`src/rtl/fifo_pkg.sv`:
```
// Shared types and constants for the FIFO write-side arbiter.
package fifo_pkg;

  localparam int unsigned DATA_W = 8;
  localparam int unsigned CNT_W  = 8;
  localparam int unsigned GNT_W  = 2;

  typedef enum logic [1:0] {
    IDLE  = 2'd0,
    GNT0  = 2'd1,
    GNT1  = 2'd2,
    FLUSH = 2'd3
  } arb_state_t;

  localparam logic [GNT_W-1:0] GNT_NONE = 2'b00;
  localparam logic [GNT_W-1:0] GNT_REQ0 = 2'b01;
  localparam logic [GNT_W-1:0] GNT_REQ1 = 2'b10;

  // One requester byte as offered on its port.
  typedef struct packed {
    logic [DATA_W-1:0] data;
    logic              valid;
    logic              last;
  } req_beat_t;

  // One-hot owner implied by a state.
  function automatic logic [GNT_W-1:0] state_grant(input arb_state_t s);
    case (s)
      GNT0:    state_grant = GNT_REQ0;
      GNT1:    state_grant = GNT_REQ1;
      default: state_grant = GNT_NONE;
    endcase
  endfunction

endpackage

```
`src/rtl/flex_counter_reg.sv`:
```
// Clearable up-counter with a flag on the increment that reaches rollover_val.
module flex_counter_reg #(
  parameter int unsigned NUM_CNT_BITS = 8
) (
  input  logic                    clk,
  input  logic                    n_rst,
  input  logic                    clear,
  input  logic                    count_enable,
  input  logic [NUM_CNT_BITS-1:0] rollover_val,
  output logic [NUM_CNT_BITS-1:0] count_out,
  output logic                    rollover_flag_c
);

  // Flag is high in the cycle whose increment brings the count to rollover_val.
  always_comb begin
    rollover_flag_c = count_enable && (count_out == (rollover_val - NUM_CNT_BITS'(1)));
  end

  // Count register; clear has priority over enable, wraps to zero at rollover.
  always_ff @(posedge clk or negedge n_rst) begin
    if (!n_rst) begin
      count_out <= '0;
    end else if (clear) begin
      count_out <= '0;
    end else if (count_enable) begin
      if (rollover_flag_c) count_out <= '0;
      else                 count_out <= count_out + NUM_CNT_BITS'(1);
    end
  end

endmodule

```
`src/rtl/fifo_wr_arbiter.sv`:
```
// Two-requester packet arbiter in front of a FIFO write port, with flush
// sequencing and a stall watchdog. The abort pulse appears in the IDLE cycle
// that follows the MAX_STALL-th consecutive stall cycle.
module fifo_wr_arbiter
  import fifo_pkg::*;
#(
  parameter int unsigned MAX_STALL = 15
) (
  input  logic              w_clk,
  input  logic              n_rst,
  input  logic [DATA_W-1:0] req0_data,
  input  logic              req0_valid,
  input  logic              req0_last,
  output logic              req0_ready,
  input  logic [DATA_W-1:0] req1_data,
  input  logic              req1_valid,
  input  logic              req1_last,
  output logic              req1_ready,
  input  logic              flush_req,
  output logic              flush_done,
  output logic [DATA_W-1:0] fifo_w_data,
  output logic              fifo_w_enable,
  output logic              fifo_clear,
  input  logic              fifo_full,
  input  logic              fifo_almost_full,
  output logic [GNT_W-1:0]  grant,
  output logic              stall_abort
);

  arb_state_t       state, next_state;
  logic             rr, rr_next;
  logic             abort_next;
  req_beat_t        req [2];
  logic             xfer0, xfer1;
  logic             sel_valid;
  logic             stall, stall_hit, cnt_clear;
  logic [CNT_W-1:0] stall_cnt;

  // Bundle requester ports.
  always_comb begin
    req[0] = '{data: req0_data, valid: req0_valid, last: req0_last};
    req[1] = '{data: req1_data, valid: req1_valid, last: req1_last};
  end

  // Handshake and write path follow the registered grant.
  always_comb begin
    req0_ready    = grant[0] && !fifo_full;
    req1_ready    = grant[1] && !fifo_full;
    xfer0         = req[0].valid && req0_ready;
    xfer1         = req[1].valid && req1_ready;
    fifo_w_enable = xfer0 || xfer1;
    fifo_w_data   = '0;
    sel_valid     = 1'b0;
    if (grant[0]) begin
      fifo_w_data = req[0].data;
      sel_valid   = req[0].valid;
    end else if (grant[1]) begin
      fifo_w_data = req[1].data;
      sel_valid   = req[1].valid;
    end
    stall     = (|grant) && !sel_valid && !fifo_full;
    cnt_clear = fifo_w_enable || !(next_state inside {GNT0, GNT1});
  end

  // Consecutive stall-cycle watchdog.
  flex_counter_reg #(
    .NUM_CNT_BITS(CNT_W)
  ) u_stall_cnt (
    .clk            (w_clk),
    .n_rst          (n_rst),
    .clear          (cnt_clear),
    .count_enable   (stall),
    .rollover_val   (CNT_W'(MAX_STALL)),
    .count_out      (stall_cnt),
    .rollover_flag_c(stall_hit)
  );

  // Next-state, round-robin and abort decision.
  always_comb begin
    next_state = state;
    rr_next    = rr;
    abort_next = 1'b0;
    case (state)
      IDLE: begin
        if (flush_done) begin
          next_state = IDLE;
        end else if (flush_req) begin
          next_state = FLUSH;
        end else if (!fifo_full && !fifo_almost_full) begin
          if (req[0].valid && req[1].valid) next_state = rr ? GNT1 : GNT0;
          else if (req[0].valid)            next_state = GNT0;
          else if (req[1].valid)            next_state = GNT1;
        end
      end
      GNT0: begin
        if (xfer0 && req[0].last) begin
          next_state = IDLE;
          rr_next    = 1'b1;
        end else if (stall_hit) begin
          next_state = IDLE;
          rr_next    = 1'b1;
          abort_next = 1'b1;
        end
      end
      GNT1: begin
        if (xfer1 && req[1].last) begin
          next_state = IDLE;
          rr_next    = 1'b0;
        end else if (stall_hit) begin
          next_state = IDLE;
          rr_next    = 1'b0;
          abort_next = 1'b1;
        end
      end
      FLUSH:   next_state = IDLE;
      default: next_state = IDLE;
    endcase
  end

  // State and registered outputs.
  always_ff @(posedge w_clk or negedge n_rst) begin
    if (!n_rst) begin
      state       <= IDLE;
      rr          <= 1'b0;
      grant       <= GNT_NONE;
      fifo_clear  <= 1'b0;
      flush_done  <= 1'b0;
      stall_abort <= 1'b0;
    end else begin
      state       <= next_state;
      rr          <= rr_next;
      grant       <= state_grant(next_state);
      fifo_clear  <= (next_state == FLUSH);
      flush_done  <= (state == FLUSH);
      stall_abort <= abort_next;
    end
  end

endmodule

```
`config.mk`:
```
export PLATFORM = sky130hd
export DESIGN_NAME = fifo_wr_arbiter
export DESIGN_NICKNAME = d
export VERILOG_FILES = /design/src/rtl/fifo_pkg.sv /design/src/rtl/flex_counter_reg.sv /design/src/rtl/fifo_wr_arbiter.sv
export SDC_FILE = /design/constraint.sdc
export NUM_CORES = 1
export LEC_CHECK = 0
export ABC_AREA = 1
export CORE_MARGIN = 2
export CORE_UTILIZATION = 36
export DETAILED_ROUTE_END_ITERATION = 8
export PLACE_DENSITY_LB_ADDON = 0.12
export SLEW_MARGIN = 20
export SYNTH_ARGS = -nofsm -noshare
export SYNTH_HDL_FRONTEND = slang
export SYNTH_HIERARCHICAL = 1
export SYNTH_SLANG_ARGS = --single-unit
```
`constraint.sdc`:
```
create_clock -name w_clk -period 2.9 [get_ports w_clk]
set_clock_uncertainty 0.05 [all_clocks]
set_input_delay 0.87 -clock w_clk [delete_from_list [all_inputs] [get_ports w_clk]]
set_output_delay 0.87 -clock w_clk [all_outputs]
set_load 0.05 [all_outputs]
```
== Word-level counts from Yosys, hierarchy flattened ==
Index checks and enable logic that the tools add are counted.

* Flip-flop bits (word level): 16
* Latch bits: 0
* Memory bits (writable): 0
* Bits in read-only memories: 0
* Input bits: 25
* Output and inout port bits: 16
* Logic and storage cells: 68
* Memories kept: 0

* $add $sub $neg: 1
* $mul: 0
* Divide/modulo/power cells: 0
* Order comparisons: 0
* Eq/ne operators: 9
* Shift-type cells: 0
* Muxes and demuxes: 28
* Bitwise gates (word level): 0
* Reduce and logical (&&, ||, !) cells: 23

{| class="wikitable"
|+ Operators with widths
! operator !! count
|-
| two-way mux 8 bit || 5
|-
| two-way mux 2 bit || 10
|-
| logical AND 1 bit || 11
|-
| two-way mux 1 bit || 9
|-
| adder 8 x 1 -> 8 bit, second input constant || 1
|-
| == test 2 bit, second input constant || 4
|-
| == test 8 x 4 -> 1 bit, second input constant || 1
|-
| case mux 2 bit (4 select lines) || 1
|-
| != test 3 bit, second input constant || 2
|-
| nonzero test 2 bit || 3
|-
| == test 2 x 1 -> 1 bit, second input constant || 2
|-
| logical NOT 1 bit || 4
|-
| case mux 1 bit (2 select lines) || 2
|-
| case mux 2 bit (2 select lines) || 1
|-
| AND reduction 3 bit || 1
|-
| logical NOT 2 bit || 1
|-
| logical OR 1 bit || 2
|-
| OR reduction 2 bit || 1
|}

== Longest topological paths before layout ==
* Word-level depth: 14
* Gate-level depth with buffers: 24
* Mapped depth without buffers: 23

== Cells and area by module ==
Netlist, hierarchy kept.

{| class="wikitable"
|+ Modules (own cells, without submodules)
! module !! times used !! cells an instance !! area each (um2) !! seq. area each (um2)
|-
| flex_counter_reg || 1 || 132 || 775.7 || 200.2
|-
| fifo_wr_arbiter || 1 || 104 || 696.9 || 200.2
|}

== Worst setup path after synthesis ==
Ideal clock, no wire load.

* Path kind: in2reg
* Start: in fifo_full
* End: reg u_stall_cnt.count_out[5]
* Setup time: 0.065 ns
* Arrival time: 3.173 ns
* Data required time: 2.785 ns
* Path slack: -0.388 ns
* Stages on the path: 19
* Cells stage by stage: inv_2 o21ai_0 nor2_1 o211ai_1 nor2_1 nand3_1 nor2_2 nand2_2 inv_1 inv_1 nand4_1 nand2_1 ha_1 or2_1 or2_2 buf_2 nor3b_1 nand2_1 nand2_1

* Longest elaborated chain between the ends: 11
* Elaborated cells between the ends (all ways): 27
* Those cells by class: eq/ne: 2; mux: 10; reduce/logical: 15

{| class="wikitable"
|+ RTL lines
! item !! line !! source
|-
| start, declared || fifo_wr_arbiter.sv:24 || <nowiki>input logic fifo_full,</nowiki>
|-
| logical NOT 1 bit (*) || fifo_wr_arbiter.sv:61 || <nowiki>stall = (|grant) && !sel_valid && !fifo_full;</nowiki>
|-
| logical AND 1 bit (*) || fifo_wr_arbiter.sv:61 ||
|-
| named net stall || fifo_wr_arbiter.sv:36 || <nowiki>logic stall, stall_hit, cnt_clear;</nowiki>
|-
| logical AND 1 bit (*) || flex_counter_reg.sv:16 || <nowiki>rollover_flag_c = count_enable && (count_out == (rollover_val - NUM_CNT_BITS'(1)));</nowiki>
|-
| named net stall_hit || fifo_wr_arbiter.sv:36 ||
|-
| two-way mux 2 bit (*) || fifo_wr_arbiter.sv:99, fifo_wr_arbiter.sv:109 ||
|-
| two-way mux 2 bit, on equally long branches || fifo_wr_arbiter.sv:106, fifo_wr_arbiter.sv:96 ||
|-
| case mux 2 bit (4 select lines) (*) || fifo_wr_arbiter.sv:83 || <nowiki>case (state)</nowiki>
|-
| named net next_state[1] || fifo_wr_arbiter.sv:30 || <nowiki>arb_state_t state, next_state;</nowiki>
|-
| == test 2 x 1 -> 1 bit / == test 2 bit (equally long branches) || fifo_wr_arbiter.sv:62 || <nowiki>cnt_clear = fifo_w_enable || !(next_state inside {GNT0, GNT1});</nowiki>
|-
| nonzero test 2 bit (*) || fifo_wr_arbiter.sv:62 ||
|-
| logical NOT 1 bit (*) || fifo_wr_arbiter.sv:62 ||
|-
| logical OR 1 bit (*) || fifo_wr_arbiter.sv:62 ||
|-
| named net cnt_clear || fifo_wr_arbiter.sv:36 ||
|-
| two-way mux 8 bit / nonzero test 2 bit (equally long branches) || n/a ||
|-
| end signal, assigned || flex_counter_reg.sv:27 || <nowiki>else count_out <= count_out + NUM_CNT_BITS'(1);</nowiki>
|-
| end, declared || flex_counter_reg.sv:10 || <nowiki>output logic [NUM_CNT_BITS-1:0] count_out,</nowiki>
|}

The timed path passes the listed nets; every way through them passes the cells marked *. The select of a mux whose other input is x is not followed.
A chain may end at the register's enable or synchronous reset.

== Worst setup path in the final report ==
* Start: in req1_valid
* End: reg u_stall_cnt.count_out[4]

* Longest elaborated chain between the ends: 14
* Elaborated cells between the ends (all ways): 29
* Those cells by class: eq/ne: 2; mux: 15; reduce/logical: 12

{| class="wikitable"
|+ RTL lines
! item !! line !! source
|-
| start, declared || fifo_wr_arbiter.sv:16 || <nowiki>input logic req1_valid,</nowiki>
|-
| two-way mux 1 bit (*) || fifo_wr_arbiter.sv:57 || <nowiki>end else if (grant[1]) begin</nowiki>
|-
| two-way mux 1 bit (*) || fifo_wr_arbiter.sv:54 || <nowiki>if (grant[0]) begin</nowiki>
|-
| logical NOT 1 bit (*) || fifo_wr_arbiter.sv:61 ||
|-
| logical AND 1 bit (*) (2 in a row) || fifo_wr_arbiter.sv:61 ||
|-
| named net stall || fifo_wr_arbiter.sv:36 ||
|-
| logical AND 1 bit (*) || flex_counter_reg.sv:16 ||
|-
| named net stall_hit || fifo_wr_arbiter.sv:36 ||
|-
| two-way mux 2 bit (*) || fifo_wr_arbiter.sv:99, fifo_wr_arbiter.sv:109 ||
|-
| two-way mux 2 bit, on equally long branches || fifo_wr_arbiter.sv:106, fifo_wr_arbiter.sv:96 ||
|-
| case mux 2 bit (4 select lines) (*) || fifo_wr_arbiter.sv:83 ||
|-
| named net next_state[1] || fifo_wr_arbiter.sv:30 ||
|-
| == test 2 x 1 -> 1 bit / == test 2 bit (equally long branches) || fifo_wr_arbiter.sv:62 ||
|-
| nonzero test 2 bit (*) || fifo_wr_arbiter.sv:62 ||
|-
| logical NOT 1 bit (*) || fifo_wr_arbiter.sv:62 ||
|-
| logical OR 1 bit (*) || fifo_wr_arbiter.sv:62 ||
|-
| named net cnt_clear || fifo_wr_arbiter.sv:36 ||
|-
| two-way mux 8 bit / nonzero test 2 bit (equally long branches) || n/a ||
|}

Marked as above.

==> impl_metrics.env <==
export IMPL_max_stage_delay_ns=0.28
export IMPL_fp_row_count=23
export IMPL_max_freq_mhz=340
export IMPL_cts_tree="built"
export IMPL_worstSetupPathType="in2reg"
export IMPL_routabilityCongestion=0.834
export IMPL_die_area_sq_um=4620
export IMPL_dr_first_iter_drc_count=57
export IMPL_rsz0062_at_grt="true"
export IMPL_ys_seq_area_share_pct=27.2
export IMPL_drive_gt1_share_pct=24.8
export IMPL_root_buffer="clkbuf_8"
export IMPL_hpwl_um=2980
export IMPL_clock_latency_ns=0.25
export IMPL_cts_buffers=3
export IMPL_worst_ep_arrival_time_ns=3.08
export IMPL_avgSynthCellArea_sq_um=6.24
export IMPL_viasPerCell=4.28
export IMPL_power_density_nw_per_um2=754
export IMPL_timing_final_ws_setup_ns=-0.0442
export IMPL_synth_cells=236
export IMPL_violations="setup timing"
export IMPL_cp_cell_sequence="buf_6, nor2_4, o21ai_2, nor2_2, o211ai_1, nor2_1, nand3_1, nor2_2, nand2_2, inv_2, inv_2, nand4_1, nand2_1, ha_1, or2_4, or2_4, nor3b_2, nand2_1, nand2_1"
export IMPL_ioPinCount=41
export IMPL_worst_ep_required_time_ns=3.04
export IMPL_syn_area_sq_um=1470
export IMPL_fin_nets=370
export IMPL_grt_total_usage_pct=18.5
export IMPL_relSlewSlack_pct=52.8
export IMPL_clock_sinks=16
export IMPL_cp_max_fo=8
export IMPL_grt_antenna_before_repair=0
export IMPL_clkSlewWorstSetupHoldPaths_ns=0.06
export IMPL_grt_max_degree=17
export IMPL_finalCriticalPeriod_ns=2.94
export IMPL_fill_cells=376
export IMPL_setup_violations=3
export IMPL_endpoint_kind="flip-flop"
export IMPL_fin_cells=385
export IMPL_hold_path_class="reg2reg"
export IMPL_p_total_mw=1.86
export IMPL_start_util_pct=37.1
export IMPL_synth_seq_cells=16
export IMPL_coreArea_sq_um=3970
export IMPL_grt_pass1_wl_um=6490
export IMPL_grt_pass1_vias=1504
export IMPL_final_setup_tns_ns=-0.102
export IMPL_fin_crit_sh_pct=102
export IMPL_grt_overflow_total=0
export IMPL_die_w_um=68.0
export IMPL_status="complete, but fails checks"
export IMPL_cp_start_kind="primary input"
export IMPL_ir_drop_uv=720
export IMPL_maxCapViolCount=0
export IMPL_drc=0
export IMPL_leakage_nw=1.34
export IMPL_crit_path_frequent_cell="nand2_1"
export IMPL_reg2regPathDepth=19
export IMPL_dp_cells=365
export IMPL_diodes=0
export IMPL_io_buffer_count=40
export IMPL_syn_to_final_growth_pct=67.3
export IMPL_hold_viol=0
export IMPL_drv_slew=0
export IMPL_ys_warn_count=6
export IMPL_dpl_cell_area_sq_um=2290
export IMPL_postRouteAntennaNets=0
export IMPL_fin_area_sq_um=2460
export IMPL_die_y_um=68.0
export IMPL_vias=1646
export IMPL_routed_wl_um=3810
export IMPL_crit_slowest_cell="or2_4"
export IMPL_min_path_cells=2
export IMPL_post_drt_wl_per_cell_um=9.90
export IMPL_tightestPinTransition_ns=0.706
export IMPL_htree_levels=1
export IMPL_dr_pass1_iters=4
export IMPL_netlist_cell_type_count=29
export IMPL_clk_path_buf_depth=2
-- synthesized netlist by cell type (all sizes together) --
library cell	instances	area (sq um)
nand2	95	367
inv	32	120
nand3	29	160
nor2	25	111
dfrtp	16	400
ha	9	113
nand4	5	37.5
o21ai	5	25.0
buf	3	23.8
nor3b	3	22.5
xor2	3	26.3
conb	2	7.51
nor3	2	15.0
or2	2	12.5
a21oi	1	5.00
and3	1	6.26
clkinv	1	3.75
o211ai	1	7.51
xnor2	1	8.76
-- path summary, 6_finish.rpt --
kind,startpoint,endpoint,slack [ns]
setup / recovery,req1_valid,u_stall_cnt/count_out[4]$_DFFE_PN0P_,-0.04
hold / removal,rr$_DFFE_PN0P_,rr$_DFFE_PN0P_,0.46
setup reg to reg,grant[1]$_DFF_PN0_,u_stall_cnt/count_out[4]$_DFFE_PN0P_,0.23
hold reg to reg,rr$_DFFE_PN0P_,rr$_DFFE_PN0P_,0.46
max in group asynchronous,n_rst,u_stall_cnt/count_out[7]$_DFFE_PN0P_,1.36
min in group asynchronous,n_rst,rr$_DFFE_PN0P_,1.00
-- area by class of cell --
class / count / area [sq um] / share of cell area [%]
clock buffers: 4 / 55.1 / 2.23
inverters: 33 / 126 / 5.13
multi-input cells: 208 / 1060 / 42.9
flip-flops and latches: 16 / 400 / 16.3
well taps: 50 / 62.6 / 2.54
repair buffers: 74 / 763 / 31.0
-- registers in the layout (all words and copies together) (netlist names) --
name	count
stall_abort	1
fifo_clear	1
grant	2
flush_done	1
rr	1
u_stall_cnt/count_out	8
state	2
-- worst max-delay path, delay by kind of cell --
kind                     cells  cell delay, ns
adder cells (fa/ha/maj)      1            0.27
AO/OA/AOI/OAI                2            0.14
AND/OR/NAND/NOR             13            1.58
buffers and inverters        3            0.21
-- timing repair --
action	4_1_cts	5_1_grt
endpoints found under the setup margin	9	8
hold buffers	0	0
pin swaps	15	16
setup buffers	13	3
gates resized for setup	17	0
-- where the power goes --
part | total [mW] | internal (mW) | switching [mW]
Clock | 0.195 | 0.120 | 0.0745
Combinational | 1.32 | 0.588 | 0.735
Sequential | 0.340 | 0.281 | 0.0589
Total | 1.86 | 0.990 | 0.868
-- per-layer routing --
metal / up-vias / global-route usage (%) / routed length (um)
met5: - / 0 / 0
met4: 0 / 6.00 / 48
met3: 4 / 1.81 / 105
met2: 26 / 33.3 / 1890
met1: 708 / 23.0 / 1770
li1: 908 / - / -
-- cells in the final DEF (no fill, tap or decap), drive strengths merged --
master / netlist / layout
nand2: 95 / 95
buf: 3 / 48
inv: 32 / 32
nand3: 29 / 29
clkdlybuf4s50: 0 / 26
conb: 2 / 26
nor2: 25 / 25
dfrtp: 16 / 16
ha: 9 / 9
nand4: 5 / 5
o21ai: 5 / 5
clkbuf: 0 / 4
xor2: 3 / 3
nor3b: 3 / 3
or2: 2 / 2
nor3: 2 / 2
and3: 1 / 1
clkinv: 1 / 1
o211ai: 1 / 1
a21oi: 1 / 1
xnor2: 1 / 1
-- cells by family after synthesis --
kind of cell | Yosys count | synth area share, %
AO/OA/AOI/OAI | 7 | 2.55
XOR/XNOR | 4 | 2.38
adder cells (fa/ha/maj) | 9 | 7.65
buffers and inverters | 36 | 10.0
flip-flops | 16 | 27.2
other | 2 | 0.510
AND/OR/NAND/NOR | 162 | 49.7
-- per-stage QoR --
step                      hold slack, ns  setup slack, ns  utilization, %
after global placement             0.427           -0.621            57.6
final                              0.457          -0.0442            62.0
after detailed placement           0.434           -0.694            57.6
after CTS                          0.449        -0.000390            61.5
after floorplan                    0.391           -0.271               -
after global routing               0.483           -0.266            62.0
Note: power is estimated with default switching activity, not from simulation.
==> variant (same settings) <==
The package constant `CNT_W` goes from 8 to 10.
--- a/src/rtl/fifo_pkg.sv
+++ b/src/rtl/fifo_pkg.sv
@@ -4,3 +4,3 @@
   localparam int unsigned DATA_W = 8;
-  localparam int unsigned CNT_W  = 8;
+  localparam int unsigned CNT_W  = 10;
   localparam int unsigned GNT_W  = 2;
Function: no difference found for any inputs over 10 cycles, from zero or initial values and one cycle with n_rst low; that may be too few to reach the edited logic, so the function may still have changed.
==> variant against the unedited design <==
The run still ends with setup timing left. Final area rose by 17%. Total power rose by 7.1%. Global-route usage grew 0.38 points. Final cell count increased by 21%. Synthesized cell count up 20%. Sequential cell count increased by 2. Setup slack got worse by 0.15 ns. Die area is 19% higher. Routed wire length increased by 24%. Clock power shrank 8%. Non-clock buffer count is 7 higher. Hold slack worse by 0.0090 ns. Synthesized area rose by 20%. Largest cell class unchanged.
==> variant: results (changes against the unedited design) <==
Global route
  – First-pass GRT wire length: 8.24 mm (+27%)
  – Grt ovf: 0 (unchanged)
  – Overall Global Routing Usage: 0.189 (+0.00380)
  – Largest net degree at the start of global routing: 19 (+2)
  – Number of global-route vias before repair: 1,863 (+24%)

Cells and area
  – Max reg flops: 10 (+2)
  – Biggest regs: u_stall_cnt/count_out (10), grant (2), state (2)
  – Seq. cell area: 452 um^2 (+13%)
  – # fillers: 422 (+12%)
  – Share of post-route cells with drive strength above 1: 0.259 (+0.0110)
  – Final Net Count: 433 (+17%)

Worst setup path
  – R2r worst-path depth: 20 (+1)
  – R2R Path Start: grant[0]
  – Crit Path Class: in -> reg
  – Crit-path max FO: 5 (-3)
  – R2R Path End: u_stall_cnt/count_out[5]
  – CP max stage cell: or2_4
  – Reg-to-reg setup timing slack: 0.08 ns (-0.15 ns)

Synthesis
  – Fraction of registers with async set/reset: 1.00 (unchanged)
  – Synth area leaders: dfrtp_1 26%, nand2_1 23%, ha_1 6.4%
  – Syn Inst Count: 284 (+20%)
  – Yosys cell types: 34 (+17%)
  – Post-synth top cells: 109 x nand2_1, 30 x nor2_1, 27 x inv_1, 22 x nand3_1, 18 x dfrtp_1
  – Sequential cell area fraction in the yosys report: 0.255 (-0.0167)

Outcome
  – Outcome: finished with violations
  – Failing checks: setup timing

Routing
  – Vias post-DR: 1,956 (+19%)
  – Detailed Route Iter0 Violations: 64 (+12%)
  – Final wirelength: 4.72 mm (+24%)
  – Routed WL per cell: 10.1 um (+2.5%)

Power and ir drop
  – Peak VDD IR: 0.635 mV (-12%)
  – Static leakage: 1.49 nW (+11%)

STA
  – Slew @ Worst Pin: 0.503 ns (-0.202 ns)
  – Final setup vio count: 10 (+7)
  – Setup_tns: -1.62 ns (-1.51 ns)
  – Hold_ws: 0.448 ns (-0.00904 ns)
  – Final worst slack: -0.194 ns (-0.150 ns)

Place
  – Setup WS pre-CTS: -0.864 ns (-0.169 ns)
  – Post-DP Area: 2650 um^2 (+16%)
  – Post-DP HPWL: 3.66 mm (+23%)
  – Dpl cells: 442 (+21%)
  – I/O Buffers: 40 (unchanged)
  – Routability cong.: 0.820 (-1.6%)

Worst hold path
  – Min-delay src: rr
  – Worst min path class: reg -> reg

Clock tree
  – H-tree depth: 1 (unchanged)
==> variant: changes by cell type after synthesis, moves of 3 or more <==
cell | unedited run | this run
nand3_1 | 26 | 22
nor3b_1 | 3 | 0
nor2_1 | 18 | 30
nor3_1 | 1 | 5
xnor2_1 | 1 | 6
nand2_1 | 91 | 109
inv_2 | 3 | 6
==> variant: logic make-up (layout without fill, tap and decap cells) <==
logic type | count (synthesis) | count (layout) | share of synthesized area
simple gates | 196 | 197 | 0.502
buf+inv | 41 | 120 | 0.0943
flops | 18 | 18 | 0.255
xor+xnor | 11 | 11 | 0.0588
fa+ha+maj | 9 | 9 | 0.0638
compound gates | 7 | 7 | 0.0213
other cells | 2 | 36 | 0.00425
==> variant: power breakdown <==
group | internal [mW] | switching, mW | total [mW] | leakage, nW
Clock | 0.0974 | 0.0812 | 0.179 | 0.0228
Combinational | 0.626 | 0.829 | 1.46 | 1.22
Sequential | 0.310 | 0.0462 | 0.356 | 0.241
Total | 1.03 | 0.957 | 1.99 | 1.49
==> variant: worst min-delay path, stage by stage, from the launching register on <==
cell and delay [ns]:
dfrtp_1 0.36, nand2_1 0.06, nand2_1 0.05
==> variant: layout make-up <==
| class | count | area share |
|---|---|---|
| Clock buffer | 4 | 0.0156 |
| Inverter | 35 | 0.0463 |
| Multi-Input combinational cell | 260 | 0.469 |
| Sequential cell | 18 | 0.156 |
| Tap cell | 67 | 0.0290 |
| Timing Repair Buffer | 81 | 0.283 |
==> variant: per-layer routing <==
metal,vias to the layer above,global-route usage,part of all wire
li1,1066,-,-
met1,859,0.249,0.47
met2,29,0.350,0.50
met3,2,0.0122,0.029
met5,-,0,0
met4,0,0.0182,0.0015
==> variant: what timing repair did <==
item	4_1_cts	5_1_grt
gates resized for setup	26	5
setup buffers	18	0
setup endpoints to repair	11	11
pin swaps	17	12
cloned	1	0
